File: src/rtl/imul_pkg.sv
// Shared types and message field positions for the iterative multiplier family.
// Latency: none (declarations only).
// Backpressure: not applicable.
package imul_pkg;

    typedef enum logic [1:0] {
        IDLE = 2'd0,
        CALC = 2'd1,
        DONE = 2'd2
    } state_t;

    // Request message layout: {signed, hi, a, b}
    function automatic int SIGNED_BIT(input int nbits);
        return 2 * nbits + 1;
    endfunction

    function automatic int HI_BIT(input int nbits);
        return 2 * nbits;
    endfunction

    function automatic int A_MSB(input int nbits);
        return 2 * nbits - 1;
    endfunction

    function automatic int A_LSB(input int nbits);
        return nbits;
    endfunction

    function automatic int B_MSB(input int nbits);
        return nbits - 1;
    endfunction

    function automatic int B_LSB(input int nbits);
        return 0 * nbits;
    endfunction

endpackage

File: src/rtl/imul_tz_cnt.sv
// Trailing-zero count of the multiplier register, saturated at MAX_SKIP.
// Latency: combinational.
// Backpressure: not applicable.
module imul_tz_cnt #(
    parameter int NBITS    = 32,
    parameter int MAX_SKIP = 8,
    localparam int CW      = $clog2(MAX_SKIP + 1)
) (
    input  logic [NBITS-1:0] b,
    output logic [CW-1:0]    cnt
);

    // Lowest set bit within the first MAX_SKIP positions wins; none set saturates
    always_comb begin
        cnt = CW'(MAX_SKIP);
        if (b != '0) begin
            for (int i = MAX_SKIP - 1; i >= 0; i--) begin
                if (b[i]) begin
                    cnt = CW'(i);
                end
            end
        end
    end

endmodule

File: src/rtl/imul_var_lat_param.sv
// Iterative NBITS x NBITS multiplier: signed/unsigned, hi/lo half, zero-skipping shift-add.
// Latency: 2 + (add steps + skip steps) cycles from accept to result valid; N+2 worst case.
// Backpressure: one transaction in flight; result held in DONE until ostream_rdy, no accept meanwhile.
module imul_var_lat_param #(
    parameter int NBITS    = 32,
    parameter int MAX_SKIP = 8
) (
    input  logic                 clk,
    input  logic                 reset,
    input  logic                 istream_val,
    output logic                 istream_rdy,
    input  logic [2*NBITS+1:0]   istream_msg,
    output logic                 ostream_val,
    input  logic                 ostream_rdy,
    output logic [NBITS-1:0]     ostream_msg
);
    import imul_pkg::*;

    localparam int CW    = $clog2(MAX_SKIP + 1);
    localparam int S_BIT = SIGNED_BIT(NBITS);
    localparam int H_BIT = HI_BIT(NBITS);
    localparam int AM    = A_MSB(NBITS);
    localparam int AL    = A_LSB(NBITS);
    localparam int BM    = B_MSB(NBITS);
    localparam int BL    = B_LSB(NBITS);

    state_t               state;
    state_t               state_nxt;
    logic [2*NBITS-1:0]   acc;
    logic [2*NBITS-1:0]   acc_a;
    logic [NBITS-1:0]     b_reg;
    logic [NBITS-1:0]     result;
    logic                 neg;
    logic                 hi;
    logic [CW-1:0]        skip;

    logic                 sgn_in;
    logic                 hi_in;
    logic [NBITS-1:0]     a_in;
    logic [NBITS-1:0]     b_in;
    logic [NBITS-1:0]     a_mag;
    logic [NBITS-1:0]     b_mag;
    logic [2*NBITS-1:0]   prod_fix;

    assign sgn_in = istream_msg[S_BIT];
    assign hi_in  = istream_msg[H_BIT];
    assign a_in   = istream_msg[AM:AL];
    assign b_in   = istream_msg[BM:BL];

    // Magnitudes; the most negative value maps onto its unsigned twin, which fits
    assign a_mag    = (sgn_in && a_in[NBITS-1]) ? -a_in : a_in;
    assign b_mag    = (sgn_in && b_in[NBITS-1]) ? -b_in : b_in;
    assign prod_fix = neg ? -acc : acc;

    imul_tz_cnt #(
        .NBITS    (NBITS),
        .MAX_SKIP (MAX_SKIP)
    ) u_tz_cnt (
        .b   (b_reg),
        .cnt (skip)
    );

    // State register
    always_ff @(posedge clk) begin
        if (reset) begin
            state <= IDLE;
        end else begin
            state <= state_nxt;
        end
    end

    // Next-state: accept, iterate until multiplier is exhausted, wait for consumer
    always_comb begin
        state_nxt = state;
        case (state)
            IDLE:    if (istream_val) state_nxt = CALC;
            CALC:    if (b_reg == '0) state_nxt = DONE;
            DONE:    if (ostream_rdy) state_nxt = IDLE;
            default: state_nxt = IDLE;
        endcase
    end

    // Handshake outputs decoded from registered state only
    always_comb begin
        istream_rdy = (state == IDLE);
        ostream_val = (state == DONE);
    end

    // Operand, accumulator and result registers
    always_ff @(posedge clk) begin
        if (reset) begin
            acc    <= '0;
            acc_a  <= '0;
            b_reg  <= '0;
            result <= '0;
            neg    <= 1'b0;
            hi     <= 1'b0;
        end else begin
            case (state)
                IDLE: begin
                    if (istream_val && istream_rdy) begin
                        neg   <= sgn_in & (a_in[NBITS-1] ^ b_in[NBITS-1]);
                        hi    <= hi_in;
                        acc_a <= {{NBITS{1'b0}}, a_mag};
                        b_reg <= b_mag;
                        acc   <= '0;
                    end
                end
                CALC: begin
                    if (b_reg == '0) begin
                        result <= hi ? prod_fix[2*NBITS-1:NBITS] : prod_fix[NBITS-1:0];
                    end else if (b_reg[0]) begin
                        acc   <= acc + acc_a;
                        acc_a <= acc_a << 1;
                        b_reg <= b_reg >> 1;
                    end else begin
                        acc_a <= acc_a << skip;
                        b_reg <= b_reg >> skip;
                    end
                end
                default: ;
            endcase
        end
    end

    assign ostream_msg = result;

endmodule

File: config.mk
export PLATFORM = sky130hd
export DESIGN_NAME = imul_var_lat_param
export DESIGN_NICKNAME = d
export VERILOG_FILES = /design/src/rtl/imul_pkg.sv /design/src/rtl/imul_tz_cnt.sv /design/src/rtl/imul_var_lat_param.sv
export SDC_FILE = /design/constraint.sdc
export NUM_CORES = 1
export LEC_CHECK = 0
export CAP_MARGIN = 20
export CORE_UTILIZATION = 45
export CTS_CLUSTER_DIAMETER = 120
export DETAILED_ROUTE_END_ITERATION = 10
export SYNTH_ARGS = -nofsm -noshare
export SYNTH_HDL_FRONTEND = slang
export SYNTH_SLANG_ARGS = --single-unit
File: constraint.sdc
create_clock -name clk -period 3.7 [get_ports clk]
set_input_delay 0.74 -clock clk [delete_from_list [all_inputs] [get_ports clk]]
set_output_delay 0.74 -clock clk [all_outputs]
set_load 0.01 [all_outputs]
==> results.yml, run 1 <==
status:
  status: "finished, final reports clean"
sta:
  worstMarginPinSlew_ns: 1.02
  holdWs_ns: 0.477
  finalCriticalPeriod_ns: 3.51
  fmax_mhz: 285
  rsz0062_at_grt: "no"
  maxSlewHeadroom_pct: 32.0
  fin_worst_skew_ns: 0.0100
  final-setup-viol-count: 0
  slew_violations: 0
  finalHoldViolCount: 0
  post-route-period-util_pct: 95.0
hold_path:
  min_path_cells: 2
  min_path_type: "register to register"
pwr:
  p_leak_nw: 8.60
  power_density_nw_per_um2: 407
  peakVddDrop_mv: 0.286
  cellInternalPower_mw: 4.77
  power_frac_clock_pct: 23.3
  p_comb_share_pct: 47.6
  swShare_pct: 43.6
  p_sw_mw: 3.70
  power.total_mw: 8.47
  sequentialPowerShare_pct: 29.1
route:
  wirelength_mm: 65.2
  drtIter0Drc: 1829
  wire_per_inst_um: 21.0
  drt-vias-per-instance: 6.25
  drtPass1Iterations: 6
  vias: 19400
  drc_errors: 0
  final_antenna_net_count: 0
floorplanning:
  core_area_um2: 38700
  dieHeight_um: 201
  start_util_pct: 45.8
  io_pins: 104
  dieArea_um2: 40200
  die_width_um: 201
  fp-row-count: 72
layout:
  largest_reg_flops: 64
  final_nets: 2707
  reg_top3: "acc (64), acc_a (62)"
  antenna_cells: 0
  drive_gt1_share_pct: 10.8
  regMostFlops: "acc"
  most-common-layout-cells: "nand2_1 (311), nor2_1 (291), a21oi_1 (262), dfxtp_1 (192), buf_4 (166)"
  layout_commonest_cell: "nand2_1"
  fin_util_pct: 53.7
  layout.area.seq_um2: 3930
  nFillCells: 3834
  multi_input_area_um2: 13000
  area_delta_synth_final_pct: 17.3
critical_path:
  cp_data_arrival_time_ns: 3.85
  r2r_cells: 14
  crit_required_ns: 4.04
  end_kind: "register"
  cp_cell_sequence: "nor4_2, nand4_1, nor3_2, buf_4, a211oi_4, buf_4, buf_12, buf_4, mux2i_1, mux2i_1, and2_1, a31o_2, a21oi_1, a2111oi_0"
  crit_slowest_cell: "nor4_2"
  worstPathMaxFanout: 6
  crit_top_cell: "buf_4"
  cp-start-kind: "register"
  crit_type: "register to register"
  crit_path_max_incr_delay_ns: 0.44
synth:
  synth_nets: 2595
  synthFlopType: "dfxtp_1"
  async_flop_share_pct: 0
  syn-instance-count: 2458
  ys_ff_latch: 196
  synth_cell_types: 84
  synth-seq-area-share_pct: 22.1
  avgSynthCellArea_um2: 7.22
  yosys_warnings: 0
  netlist_area_um2: 17700
  synth_edf_count: 0
flow_run:
  maxCapViolations: 0
clock_network:
  cts-root-buf: "clkbuf_16"
  htree_levels: 4
  clock_latency_ns: 0.48
  clock_sinks: 196
  cts_tree: "done"
  clk_pin_slew_ns: 0.08
  cts_max_path_buffers: 2
  cts-buffers-inserted: 17
placed_design:
  place.gp.congestion: 0.963
  port_buffers: 103
  hpwl_mm: 49.6
grt:
  grt_max_degree: 88
  grt_pass1_vias: 18100
  grt_overflow_total: 0
  grt_pass1_wl_mm: 102
  grt_usage_pct: 31.7
  antenna_found_initial: 0
-- timing repair --
| item | CTS | global route |
|---|---|---|
| endpoints found under the setup margin | 0 | 13 |
| buffers inserted | 0 | 5 |
| hold buffers | 0 | 0 |
| gates resized for setup | 0 | 7 |
-- through the flow --
stage | cell area [um2] | setup TNS (ns) | setup slack [ns] | instances
2_1_floorplan | 17700 | 0 | 0.418 | 2458
5_1_grt | 20800 | 0 | 0.0179 | 3101
4_1_cts | 20700 | 0 | 0.0305 | 3095
6_report | 20800 | 0 | 0.186 | 3101
3_3_place_gp | 20100 | 0 | 0.0646 | 3063
3_5_place_dp | 20100 | -0.0779 | -0.0409 | 3063
-- cell type report --
cell class / instances / area share (%)
Clock inverter: 15 / 0.806
Sequential cell: 196 / 18.9
Timing Repair Buffer: 277 / 11.7
Inverter: 40 / 0.722
Clock buffer: 17 / 2.04
Tap cell: 518 / 3.12
Multi-Input combinational cell: 2038 / 62.7
-- worst paths after layout --
check | slack, ns | startpoint | end
worst max-delay path | 0.19 | b_reg[10] | b_reg[16]
worst min-delay path | 0.48 | ostream_msg[25] | ostream_msg[25]
worst max register to register | 0.19 | b_reg[10] | b_reg[16]
worst min register to register | 0.48 | ostream_msg[25] | ostream_msg[25]
-- worst max-delay path, delay by kind of cell (launching register included) --
family                 cells  cell delay, ns
muxes                      2            0.47
DFF                        1            0.38
AOI/OAI and AO/OA          4            0.70
and+or+nand+nor            4            1.18
buffers and inverters      4            0.65
-- power by group through the flow --
stage	registers (mW)	logic (mW)	clock network, mW
after floorplan	2.43	2.62	0
after global placement	2.51	3.87	0
after detailed placement	2.51	3.88	0
after CTS	2.46	3.89	1.99
after global routing	2.48	4.33	2.08
final	2.47	4.03	1.97
-- synth_stat cells (18+ instances only) --
library cell | number | share of area, %
nand2_1 | 313 | 6.6
ha_1 | 66 | 4.7
xnor2_1 | 106 | 5.2
xor2_1 | 67 | 3.3
a211oi_1 | 58 | 2.5
mux2i_1 | 110 | 6.2
o41ai_1 | 19 | 0.94
nand2b_1 | 18 | 0.63
nor4_1 | 18 | 0.63
o31ai_1 | 38 | 1.6
a31oi_1 | 27 | 0.95
and3_1 | 38 | 1.3
clkbuf_1 | 153 | 3.2
a221oi_1 | 24 | 1.2
nor2_1 | 299 | 6.3
a2111oi_0 | 29 | 1.4
a22o_1 | 29 | 1.4
a22oi_1 | 38 | 1.6
inv_1 | 40 | 0.85
nand3_1 | 47 | 1.3
o21ai_0 | 107 | 3.0
a21o_1 | 29 | 1.2
a21oi_1 | 264 | 7.4
dfxtp_1 | 196 | 22
nor3_1 | 60 | 1.7
-- logic make-up (layout without fill, tap and decap cells) --
kind of cell	count (synthesis)	in the layout	share of synthesized area [%]
compound gates	799	799	29.8
flops	196	196	22.1
fa+ha+maj	67	67	4.77
buf+inv	224	349	4.94
simple gates	878	878	22.4
xor+xnor	173	173	8.54
mux	121	121	7.48
-- metal layers --
metal | up-vias | share of wire [%] | track usage, %
met3 | 164 | 6.7 | 4.43
met5 | - | 0 | 0
li1 | 9254 | - | -
met2 | 856 | 45 | 50.7
met4 | 0 | 3.9 | 13.4
met1 | 9111 | 45 | 42.7
No activity file was read; power rests on OpenSTA's default activity.
==> run 2, diff against run 1 <==
CORE_MARGIN = 2   (was not set)
==> results.yml, run 2 (synthesis gave the netlist of run 1 again) <==
critical_path:
  crit_path_max_incr_delay_ns: 0.49
  critPathTopFamily: "compound AO/OA/AOI/OAI gates"
  worstReg2RegEnd: "acc[58]"
  crit_path_start: "acc[7]"
  worstPathMaxFanout: 7
  r2r_cells: 13
  critical_path_depth: 13
  cp_data_arrival_time_ns: 3.91
  regToRegStartpoint: "acc[7]"
  end_kind: "register"
  rrSetupSlack_ns: 0.19
  crit_end: "acc[58]"
  crit_slowest_cell: "dfxtp_1"
  cp-start-kind: "register"
  crit_required_ns: 4.11
  cp_cell_sequence: "ha_1, a21oi_1, o211ai_1, or2_2, o2111a_1, nor2_1, o21ba_2, o22ai_2, o21ai_1, o31ai_2, o21a_1, or3_1, a32o_1"
  path_buf_inv: 0
  crit_type: "register to register"
route:
  drtPass1Iterations: 6
  drtIter0Drc: 1968
  wirelength_mm: 65.9
  wire_per_inst_um: 21.2
  drc_errors: 0
  drt-vias-per-instance: 6.25
  vias: 19400
  final_antenna_net_count: 0
hold_path:
  min_path_type: "register to register"
  min_path_cells: 2
layout:
  final_nets: 2705
  reg_top3: "acc (64), acc_a (62)"
  design_area_um2: 20800
  most-common-layout-cells: "nand2_1 (311), nor2_1 (291), a21oi_1 (263), dfxtp_1 (193), buf_4 (166)"
  antenna_cells: 0
  drive_gt1_share_pct: 10.7
  layout_commonest_cell: "nand2_1"
  regMostFlops: "acc"
  area_delta_synth_final_pct: 17.1
  largest_reg_flops: 64
  nFillCells: 3841
placed_design:
  hpwl_mm: 49.2
  place.gp.congestion: 0.962
  placed_cell_area_um2: 20100
  pre_cts_ws_ns: -0.138
  port_buffers: 103
sta:
  post-route-period-util_pct: 94.7
  holdWs_ns: 0.491
  fmax_mhz: 285
  maxSlewHeadroom_pct: 26.8
  fin_worst_skew_ns: 0.0137
  slew_violations: 0
  rsz0062_at_grt: "no"
  final-setup-viol-count: 0
  setup_slack_ns: 0.194
  finalHoldViolCount: 0
  finalCriticalPeriod_ns: 3.51
  worstMarginPinSlew_ns: 1.09
clock_network:
  ctsHoldBuffers: 0
  clock_latency_ns: 0.51
  cts-buffers-inserted: 17
  clk_pin_slew_ns: 0.08
  cts_tree: "done"
  cts_max_path_buffers: 2
  htree_levels: 4
  clock_sinks: 196
  cts-root-buf: "clkbuf_16"
floorplanning:
  fp-row-count: 72
  dieHeight_um: 203
  core_area_um2: 38700
  io_pins: 104
  dieArea_um2: 41000
  start_util_pct: 45.8
  die_width_um: 203
pwr:
  p_sw_mw: 3.70
  swShare_pct: 43.7
  peakVddDrop_mv: 0.344
  p_leak_nw: 8.57
  power_frac_clock_pct: 23.5
  sequentialPowerShare_pct: 29.1
  power.total_mw: 8.47
  cellInternalPower_mw: 4.77
  power_density_nw_per_um2: 408
  p_comb_share_pct: 47.4
grt:
  grt_overflow_total: 0
  grt_max_degree: 74
  antenna_found_initial: 0
  grt_usage_pct: 31.7
  grt_pass1_vias: 18100
  grt_pass1_wl_mm: 103
flow_run:
  maxCapViolations: 0
status:
  status: "finished, final reports clean"
-- run 2: cell types whose count changed in the layout (fill, tap and decap cells not counted), sizes merged --
cell      previous run  this run
clkinvlp             2         3
clkbuf              18        19
buf                174       173
inv                 48        45
-- run 2: how the worst min path moves through the flow --
stage,from,to,slack [ns]
final,ostream_msg[7],ostream_msg[7],0.49
after floorplan,acc_a[50],acc_a[50],0.46
after CTS,ostream_msg[25],ostream_msg[25],0.48
after global routing,ostream_msg[2],ostream_msg[2],0.53
after global placement,ostream_msg[25],ostream_msg[25],0.46
after detailed placement,ostream_msg[25],ostream_msg[25],0.46
-- run 2: tightest hold or removal path: cells and delay by family, from the launching register on --
kind	cells	cell delay (ns)
DFF	1	0.33
and+or+nand+nor	1	0.07
AOI/OAI and AO/OA	1	0.06
-- run 2: layer usage --
metal	GRT usage, %	up-vias	wire (um)
met1	42.4	9106	29000
li1	-	9263	-
met2	50.7	869	29600
met3	6.48	143	4990
met4	11.4	0	2230
met5	0	-	0
-- run 2: stage by stage --
stage / util [%] / TNS, ns / instances
2_1_floorplan: - / 0 / 2458
5_1_grt: 53.6 / 0 / 3099
6_report: 53.6 / 0 / 3099
3_5_place_dp: 51.9 / -0.228 / 3061
3_3_place_gp: 51.9 / 0 / 3061
4_1_cts: 53.4 / 0 / 3093
-- run 2: layout make-up --
type,instances,area [um2],area share (%)
multi-input cells,2038,13100,62.8
flip-flops and latches,196,3930,18.9
repair buffers,275,2410,11.6
well taps,518,648,3.12
clock buffers,19,443,2.13
inverters,40,150,0.723
clock inverters,13,148,0.711
-- run 2: what timing repair did --
action                     4_1_cts  5_1_grt
buffers inserted                 0        6
setup endpoints to repair        0       22
resized for setup                0        7
-- run 2: power groups by stage --
stage / sequential (mW) / combinational, mW / clock, mW
3_3_place_gp: 2.50 / 3.86 / 0
6_report: 2.46 / 4.01 / 1.99
4_1_cts: 2.45 / 3.88 / 2.03
3_5_place_dp: 2.50 / 3.87 / 0
5_1_grt: 2.48 / 4.32 / 2.12
2_1_floorplan: 2.43 / 2.62 / 0
==> RTL edit, RTL diff (config.mk and constraints of run 2) <==
`MAX_SKIP` is set to 8 in 2 places; all go to 16.
--- a/src/rtl/imul_tz_cnt.sv
+++ b/src/rtl/imul_tz_cnt.sv
@@ -3,7 +3,7 @@
 // Backpressure: not applicable.
 module imul_tz_cnt #(
     parameter int NBITS    = 32,
-    parameter int MAX_SKIP = 8,
+    parameter int MAX_SKIP = 16,
     localparam int CW      = $clog2(MAX_SKIP + 1)
 ) (
     input  logic [NBITS-1:0] b,
--- a/src/rtl/imul_var_lat_param.sv
+++ b/src/rtl/imul_var_lat_param.sv
@@ -3,7 +3,7 @@
 // Backpressure: one transaction in flight; result held in DONE until ostream_rdy, no accept meanwhile.
 module imul_var_lat_param #(
     parameter int NBITS    = 32,
-    parameter int MAX_SKIP = 8
+    parameter int MAX_SKIP = 16
 ) (
     input  logic                 clk,
     input  logic                 reset,
Function: same outputs for any inputs over 4 cycles, from zero or initial values and one cycle with reset high; that may be too few to reach the edited logic, so the function may still have changed.
==> RTL edit against run 2 <==
Power increased by 12%; first-iteration DRC count increased by 41%; critical path type unchanged; routed wire length increased by 18%; combinational power increased by 26%; maximum frequency decreased by 2.3%; final area increased by 9.8%; sequential cell count unchanged; synthesized cell count decreased by 1.1%; area after synthesis increased by 6.5%; setup slack got worse by 0.083 ns.
==> RTL edit: results (changes against run 2) <==
Setup path
  • Max FO, Critical Path: 6 (-1)
  • Critical Path AT: 3.98 ns (+0.07 ns)
  • Reg2reg setup slack: 0.11 ns (-0.08 ns)
  • Reg2reg path depth: 12 (-1)
  • Crit Reg-Reg Startpoint: b_reg[23]$_SDFFE_PP0P_

Global routing
  • GRT Overall Usage: 35.1% (+3.3 points)
  • GR Util met1: 47.4% (+5.0 points)
  • First-pass GRT wire length: 118 mm (+15%)

Power and ir drop
  • Cell Int Power: 0.00529 W (+11%)
  • Static Leak: 9.19 nW (+7.1%)

Routing
  • Total number of vias: 21100 (+8.8%)
  • DRT Pass-1 Iters: 8 (+2)
  • M1 wire length: 32.9 mm (+14%)

Yosys
  • Register area share after synthesis: 20.8% (-1.3 points)
  • Syn nets: 2568 (-1.0%)
  • Post-synth top cells: nand2_1, a21oi_1, nor2_1, dfxtp_1, o21ai_0

Min path
  • Beginning of the worst hold path: ostream_msg[29]$_SDFFE_PP0P_
  • Worst Hold End: ostream_msg[29]$_SDFFE_PP0P_

Placed design
  • Dpl cells: 3173 (+3.7%)
  • GPL Wtd Cong: 1.05 (+9.2%)
  • DP Worst Slack: -0.128 ns (+0.0105 ns)
  • Placed Area: 22100 um^2 (+10%)

Final layout
  • Final #Nets: 2792 (+3.2%)
  • Fillers: 3988 (+3.8%)
  • Layout cells sized above 1: 18.1% (+7.5 points)

STA
  • Worst Skew: 0.0140 ns (+0.000322 ns)
  • Fin crit share: 97.0% (+2.2 points)

Status
  • Status: completed
RTL edit: stage by stage:
stage	total power (W)	TNS, ns	hold WS [ns]
final	0.00945	0	0.454
after global routing	0.00984	0	0.480
after CTS	0.00928	0	0.458
after detailed placement	0.00732	-0.276	0.445
after global placement	0.00728	-0.175	0.438
after floorplan	0.00539	0	0.434
RTL edit: power groups by stage:
stage               logic [W]  clock network [W]  registers [W]
global placement      0.00480                  0        0.00248
finish                0.00505            0.00196        0.00244
global route          0.00533            0.00205        0.00246
CTS                   0.00485            0.00199        0.00243
floorplan             0.00295                  0        0.00244
detailed placement    0.00483                  0        0.00248
RTL edit: worst max-delay path: stages, from the launching register on:
cell and delay, ns:
dfxtp_1 0.32, nor4_1 0.41, nand4_1 0.35, nor2_2 0.22
nor2_1 0.10, o221ai_4 0.09, buf_12 0.16, buf_12 0.13
mux4_2 0.51, mux2_2 0.30, a2111oi_1 0.62, buf_4 0.21
nor3_1 0.04
RTL edit: what timing repair did:
item | 4_1_cts | 5_1_grt
setup endpoints to repair | 1 | 78
pin swaps | 0 | 2
cloned | 0 | 0
gates resized for setup | 1 | 16
buffers inserted | 0 | 2
RTL edit: logic make-up (layout without fill, tap and decap cells):
group | count (synthesis) | in the layout | share of synthesized area [%]
compound gates | 834 | 834 | 29.0
xor+xnor | 171 | 171 | 7.93
fa+ha+maj | 67 | 67 | 4.48
buf+inv | 230 | 467 | 4.98
flops | 196 | 196 | 20.8
mux | 173 | 173 | 14.7
simple gates | 760 | 760 | 18.2
RTL edit: area by class of cell:
| type | instances | area share (%) |
|---|---|---|
| clock inverters | 15 | 0.680 |
| repair buffers | 391 | 14.4 |
| clock buffers | 17 | 1.87 |
| flip-flops and latches | 196 | 17.2 |
| multi-input cells | 2005 | 62.2 |
| well taps | 539 | 2.96 |
| inverters | 44 | 0.724 |
